## src/rtl/uart_tx_fifo.sv

```systemverilog
// Buffered 8N1 UART transmitter: byte FIFO drained by a bit-timing FSM, LSB first.
// tx and busy are registered from the next-state decode so the pin never glitches.
module uart_tx_fifo #(
   parameter int DIVISOR = 104,
   parameter int DEPTH   = 16,
   parameter int ADDR_W  = 4
) (
   input  logic              clk,
   input  logic              rst,
   input  logic              wr_en,
   input  logic [7:0]        wr_data,
   output logic              full,
   output logic [ADDR_W:0]   level,
   output logic              busy,
   output logic              overflow,
   output logic              tx
);

   localparam int BC_W = (DIVISOR > 2) ? $clog2(DIVISOR) : 1;

   typedef enum logic [1:0] {IDLE, START, DATA, STOP} state_t;

   state_t              state, state_d;
   logic [BC_W-1:0]     bc, bc_d;
   logic [2:0]          bit_idx, bit_idx_d;
   logic [7:0]          sr, sr_d;
   logic                tx_d;
   logic                bc_last;

   logic [7:0]          mem [DEPTH];
   logic [ADDR_W-1:0]   wr_ptr, rd_ptr;
   logic [ADDR_W:0]     count;
   logic                push, pop;

   assign level = count;
   assign full  = (count == (ADDR_W+1)'(DEPTH));
   assign push  = wr_en && !full;
   assign pop   = (state == IDLE) && (count != '0);

   // Storage is deliberately left out of reset; only pointers and count are cleared.
   always_ff @(posedge clk) begin
      if (push) mem[wr_ptr] <= wr_data;
   end

   always_ff @(posedge clk or posedge rst) begin
      if (rst) begin
         wr_ptr   <= '0;
         rd_ptr   <= '0;
         count    <= '0;
         overflow <= 1'b0;
      end else begin
         if (push) wr_ptr <= wr_ptr + ADDR_W'(1);
         if (pop)  rd_ptr <= rd_ptr + ADDR_W'(1);
         case ({push, pop})
            2'b10:   count <= count + (ADDR_W+1)'(1);
            2'b01:   count <= count - (ADDR_W+1)'(1);
            default: count <= count;
         endcase
         // A pop on the same edge does not rescue a write that saw full.
         if (wr_en && full) overflow <= 1'b1;
      end
   end

   assign bc_last = (bc == BC_W'(DIVISOR - 1));

   always_comb begin
      state_d   = state;
      bc_d      = bc;
      bit_idx_d = bit_idx;
      sr_d      = sr;
      case (state)
         IDLE: begin
            if (pop) begin
               sr_d    = mem[rd_ptr];
               bc_d    = '0;
               state_d = START;
            end
         end
         START: begin
            if (bc_last) begin
               bc_d      = '0;
               bit_idx_d = '0;
               state_d   = DATA;
            end else begin
               bc_d = bc + BC_W'(1);
            end
         end
         DATA: begin
            if (bc_last) begin
               sr_d = {1'b0, sr[7:1]};
               bc_d = '0;
               if (bit_idx == 3'd7) state_d = STOP;
               else                 bit_idx_d = bit_idx + 3'd1;
            end else begin
               bc_d = bc + BC_W'(1);
            end
         end
         STOP: begin
            if (bc_last) begin
               bc_d    = '0;
               state_d = IDLE;
            end else begin
               bc_d = bc + BC_W'(1);
            end
         end
         default: state_d = IDLE;
      endcase

      case (state_d)
         START:   tx_d = 1'b0;
         DATA:    tx_d = sr_d[0];
         default: tx_d = 1'b1;
      endcase
   end

   always_ff @(posedge clk or posedge rst) begin
      if (rst) begin
         state   <= IDLE;
         bc      <= '0;
         bit_idx <= '0;
         sr      <= '0;
         tx      <= 1'b1;
         busy    <= 1'b0;
      end else begin
         state   <= state_d;
         bc      <= bc_d;
         bit_idx <= bit_idx_d;
         sr      <= sr_d;
         tx      <= tx_d;
         busy    <= (state_d != IDLE);
      end
   end

endmodule
```

## config.mk

```make
export PLATFORM = sky130hd
export DESIGN_NAME = uart_tx_fifo
export DESIGN_NICKNAME = d
export VERILOG_FILES = /design/src/rtl/uart_tx_fifo.sv
export SDC_FILE = /design/constraint.sdc
export NUM_CORES = 1
export LEC_CHECK = 0
export CORE_MARGIN = 8
export CORE_UTILIZATION = 55
export DETAILED_ROUTE_END_ITERATION = 8
export PLACE_DENSITY = 0.75
export SYNTH_ARGS = -nofsm -noshare
export SYNTH_HDL_FRONTEND = slang
export SYNTH_SLANG_ARGS = --single-unit
```

## constraint.sdc

```tcl
create_clock -name clk -period 2.9 [get_ports clk]
set_input_delay 0.87 -clock clk [delete_from_list [all_inputs] [get_ports clk]]
set_output_delay 0.87 -clock clk [all_outputs]
set_load 0.01 [all_outputs]
```

* Word level (Yosys, flattened, before mapping)
Memory sizes are Yosys's and may differ from the RTL's.
Index checks and enable logic that the tools add are counted.
** Word-level totals
- Bits in registers :: 36
- Bits in writable memories :: 128
- Bits of input ports :: 11
- Output and inout port bits :: 9
- Logic and storage cells :: 65
- Memories :: 1
** Memory list
- mem :: depth 16, bits a word 8, rd ports 1, clocked after Yosys merged registers in 0, wr ports 1, line 30 : logic [7:0] mem [DEPTH];
** Operators by class
- $add $sub $neg :: 6
- Eq/ne operators :: 14
- Multiplexer cells :: 20
- Reduce and logical (&&, ||, !) cells :: 13
** Operators by type and width (count)
- 8-bit two-way mux :: 2
- 8-bit one-hot mux with 2 select lines :: 1
- 7-bit two-way mux :: 2
- 7-bit one-hot mux with 2 select lines :: 1
- 2-bit two-way mux :: 5
- 5-bit one-hot mux with 2 select lines :: 1
- 3-bit two-way mux :: 3
- 4-bit by 1-bit adder with 4-bit output, second input constant :: 2
- 2-bit == test, second input constant :: 4
- 2-bit != test, second input constant :: 4
- 2-bit one-hot mux with 4 select lines :: 1
- 2-bit nonzero test :: 4
- 7-bit by 1-bit adder with 7-bit output, second input constant :: 1
- 7-bit == test, second input constant :: 1
- 2-bit by 1-bit == test with 1-bit output, second input constant :: 3
- 3-bit one-hot mux with 2 select lines :: 1
- 5-bit by 1-bit adder with 5-bit output, second input constant :: 1
- 5-bit == test, second input constant :: 1
- 5-bit nonzero test :: 1
- 5-bit by 1-bit subtractor with 5-bit output, second input constant :: 1
- 4-bit AND reduction :: 1
- 3-bit by 1-bit adder with 3-bit output, second input constant :: 1
- 3-bit == test, second input constant :: 1
- 1-bit logical AND :: 3
- 6 further kinds :: 7

* Logic depth before layout (Yosys ltp)
- Word-level depth :: 6
- Mapped depth :: 12

* Worst setup path before layout
OpenSTA, ideal clock, no wires.
- Path type :: in2reg
- Start point :: input port wr_en
- End point :: register count[4] (netlist: level[4])
- Data arrival time :: 2.784 ns
- Data required time :: 2.765 ns
- Slack :: -0.019 ns
- Stages :: 10
- Path buffers :: 1
- Cells stage by stage :: a21boi_1 inv_1 ha_1 clkbuf_1 xor2_1 ha_1 o211a_1 o31ai_1 a31oi_1 xor2_1
** Between the ends
- Cells in the longest elaborated chain, start to end :: 3
** RTL lines
- from (decl) :: line 10 : input logic wr_en,
- 1-bit logical AND * :: line 37 : assign push = wr_en && !full;
- 2-bit by 1-bit == test with 1-bit output or 2-bit == test (tied branches) :: line 54 : case ({push, pop})
- 5-bit one-hot mux with 2 select lines or 2-bit nonzero test (tied branches)
- to (signal assigned) :: line 55 : 2'b10: count <= count + (ADDR_W+1)'(1);
- to (signal assigned) :: line 56 : 2'b01: count <= count - (ADDR_W+1)'(1);
- to (signal assigned) :: line 57 : default: count <= count;
- to (decl) :: line 32 : logic [ADDR_W:0] count;
Mark *: on every way between the ends. The rest lies on a longest branch, timed or not.
A chain may end at the register's enable or synchronous reset.

* Final worst setup path
- Start point :: register count[0] (netlist: level[0])
- End point :: output port full
** Between the ends
- Cells in the longest elaborated chain, start to end :: 1
** RTL lines
- 5-bit == test :: line 36 : assign full = (count == (ADDR_W+1)'(DEPTH));
- to (decl) :: line 12 : output logic full,
No other way between the ends.

==> results.py <==
metrics = {
    "outcome": {
        "status": "finished, final reports clean",
    },
    "logic_synthesis": {
        "netlist_instances": 405,
        "ys_seq_area_share_pct": 68.07,
        "synth.area.top_cells": "edfxtp_1 (55%), dfrtp_1 (13%), mux4_1 (5.7%)",
        "ys_ff_latch": 164,
        "synthFlopType": "edfxtp_1",
        "synth_edf_count": 128,
        "synth_top_area_cell": "edfxtp_1",
        "syn_avg_cell_area_sq_um": 17.21,
        "ys_warn_count": 0,
        "synth_cell_types": 55,
        "synthArstFlopShare_pct": 21.95,
        "synth_fp_nets": 428,
        "synth.top_cell.area_share_pct": 55.13,
        "syn_area_sq_um": 6972,
    },
    "setup_path": {
        "start_kind": "flip-flop",
        "critPathKind": "flip-flop to primary output",
        "worstRegToRegCells": 9,
        "arrival_ns": 1.96,
        "critical_path_required_ns": 2.03,
        "crit_path_end_kind": "primary output",
        "cp_slowest_cell": "clkdlybuf4s50_1",
        "crit_chain": "buf_4, nor4_2, and2_1, clkdlybuf4s50_1",
        "reg2reg_to": "level[4]",
        "r2r_slack_ns": 0.27,
        "max_stage_delay_ns": 0.55,
        "critPathMaxFanout": 5,
        "rr_startpoint": "level[3]",
    },
    "place": {
        "placed_cell_area_sq_um": 7510,
        "portBuffers": 19,
        "place.gp.congestion": 0.7943,
        "pre_cts_slack_ns": -0.08906,
        "dp_hpwl_um": 8290,
    },
    "floorplanning": {
        "floorplan.initialDensity_pct": 55.70,
        "die_h_um": 128.6,
        "die_x_um": 128.6,
        "io_pins": 20,
        "dieArea_sq_um": 16530,
        "fp.coreArea_sq_um": 12520,
        "rows": 41,
    },
    "detailed_routing": {
        "routed_wl_um": 12660,
        "drc": 0,
        "avgViaCountPerCell": 5.889,
        "wire_per_inst_um": 19.74,
        "detail-route-antenna-nets": 0,
        "drtPass1Iterations": 5,
        "first_iter_violations": 230,
        "num_vias": 3775,
    },
    "layout": {
        "drive_above_1_share_pct": 20.04,
        "area_delta_synth_final_pct": 16.28,
        "diodes": 0,
        "mostFrequentLayoutCell": "edfxtp_1",
        "multi_input_area_sq_um": 2062,
        "nets": 479,
        "n_fill_cell": 912,
        "seqCellArea_sq_um": 4747,
        "final_area_sq_um": 8107,
        "final_cell_mix": "edfxtp_1 (128), dfrtp_1 (34), buf_4 (32), clkdlybuf4s50_1 (19), nor2_1 (18)",
    },
    "timing": {
        "setup_viol": 0,
        "worstMarginPinSlew_ns": 0.5908,
        "drv_slew": 0,
        "max_freq_ghz": 0.3529,
        "finalWorstSetupSlack_ns": 0.06669,
        "finClkSkew_ns": 0.006716,
        "slew_headroom_pct": 60.32,
        "finalCritPeriodShare_pct": 97.70,
        "fin_tns_setup_ns": 0,
        "period_minus_slack_ns": 2.833,
        "hold_viol_final": 0,
    },
    "hold_path": {
        "min_to": "overflow",
        "min_from": "overflow",
        "min_path_type": "flip-flop to flip-flop",
        "hold_depth": 1,
    },
    "cts": {
        "path_clk_slew_ns": 0.06,
        "holdBufCountCts": 0,
        "cts_inserted_buffers": 17,
        "htree_levels": 4,
        "clkLatencyLatePin_ns": 0.42,
        "cts_buffer_depth": 2,
        "root_buffer": "clkbuf_16",
        "cts_resized": 0,
        "post_cts_buffers": 0,
        "cts_tree": "built",
        "clkSinkCount": 164,
    },
    "global_routing": {
        "track_usage_pct": 16.72,
        "grt_overflow": 0,
        "antenna_found_initial": 0,
        "grt_max_degree": 32,
        "grt_pass1_vias": 3739,
        "grt_pass1_wl_um": 20400,
    },
    "pwr": {
        "power_density_nw_per_um2": 834.4,
        "leakage_uw": 0.002918,
        "ir_drop_mv": 0.5277,
    },
    "job": {
        "maxCapViolCount": 0,
    },
}
-- sequential cells by signal, summed over array words and instances (netlist names) --
signal and cells:
overflow 1, wr_ptr 4, sr 8, rd_ptr 4, tx 1, mem 128
level 5, state 2, bit_idx 3, bc 7, busy 1
-- synthesized netlist by cell type (3+ instances only) --
master       n
a21o_1       3
a21oi_1      3
a221o_1      6
a22oi_1      3
a311oi_1     3
buf_1        5
buf_2        5
clkbuf_1     5
dfrtp_1     35
edfxtp_1   128
ha_1        12
inv_1       10
mux2_2       4
mux2i_1     16
mux4_1      15
mux4_2      15
nand2_1     17
nand2b_1     6
nand3_1      5
nor2_1      18
nor3_1       6
o21ai_0     16
o22ai_1     11
o2bb2ai_1    3
o31ai_1      3
xnor2_1      9
xor2_1       5
-- where the power goes --
| part | internal (uW) | leakage (uW) | switching [uW] | total, uW |
|---|---|---|---|---|
| Combinational | 644 | 0.00105 | 701 | 1340 |
| Sequential | 2920 | 0.00159 | 290 | 3210 |
| Clock | 1350 | 0.000282 | 863 | 2210 |
| Total | 4910 | 0.00292 | 1850 | 6760 |
-- worst max-delay path, delay by kind of cell, from the launching register on --
family                 cells  cell delay, ns
buffers and inverters      2            0.71
flip-flops                 1            0.37
AND/OR/NAND/NOR            2            0.47
-- per-stage QoR --
stage	std cells	util (%)	hold slack, ns	power [uW]
final	641	64.76	0.4677	6764
after global routing	641	64.76	0.4744	7051
after CTS	641	64.71	0.4712	6809
after detailed placement	609	60.00	0.4555	4596
after global placement	609	60.00	0.4531	4532
after floorplan	405	-	0.4500	4101
-- routing by layer --
metal,global-route usage [%],wire length [um],vias to the layer above
met5,0,0,-
met4,7.740,304,0
met3,3.889,616,25
met2,27.33,6311,91
met1,20.87,5422,1934
li1,-,-,1725
-- kinds of logic (layout without fill, tap and decap cells) --
kind of cell	Yosys count	after routing	synth area share, %
xor+xnor	14	14	1.759
flops	164	164	68.07
buf+inv	31	95	2.495
mux	50	50	13.44
fa+ha+maj	12	12	2.154
compound gates	64	64	6.605
simple gates	70	70	5.474
-- cell type report --
| class | count | share of cell area [%] |
|---|---|---|
| clock inverter | 13 | 1.945 |
| inverter | 11 | 0.5093 |
| timing repair buffer | 52 | 5.556 |
| clock buffer | 19 | 5.340 |
| tap | 172 | 2.655 |
| sequential | 164 | 58.56 |
| multi-input combinational | 210 | 25.44 |
-- worst max-delay path by stage --
stage                         from       end  cells past startpoint
after detailed placement     wr_en  level[4]                     10
after global routing      level[0]      full                      4
final                     level[0]      full                      4
after floorplan           level[1]  level[4]                     12
after CTS                 level[0]      full                      4
after global placement       wr_en  level[4]                     10
Power figures use the tool's default switching activity.
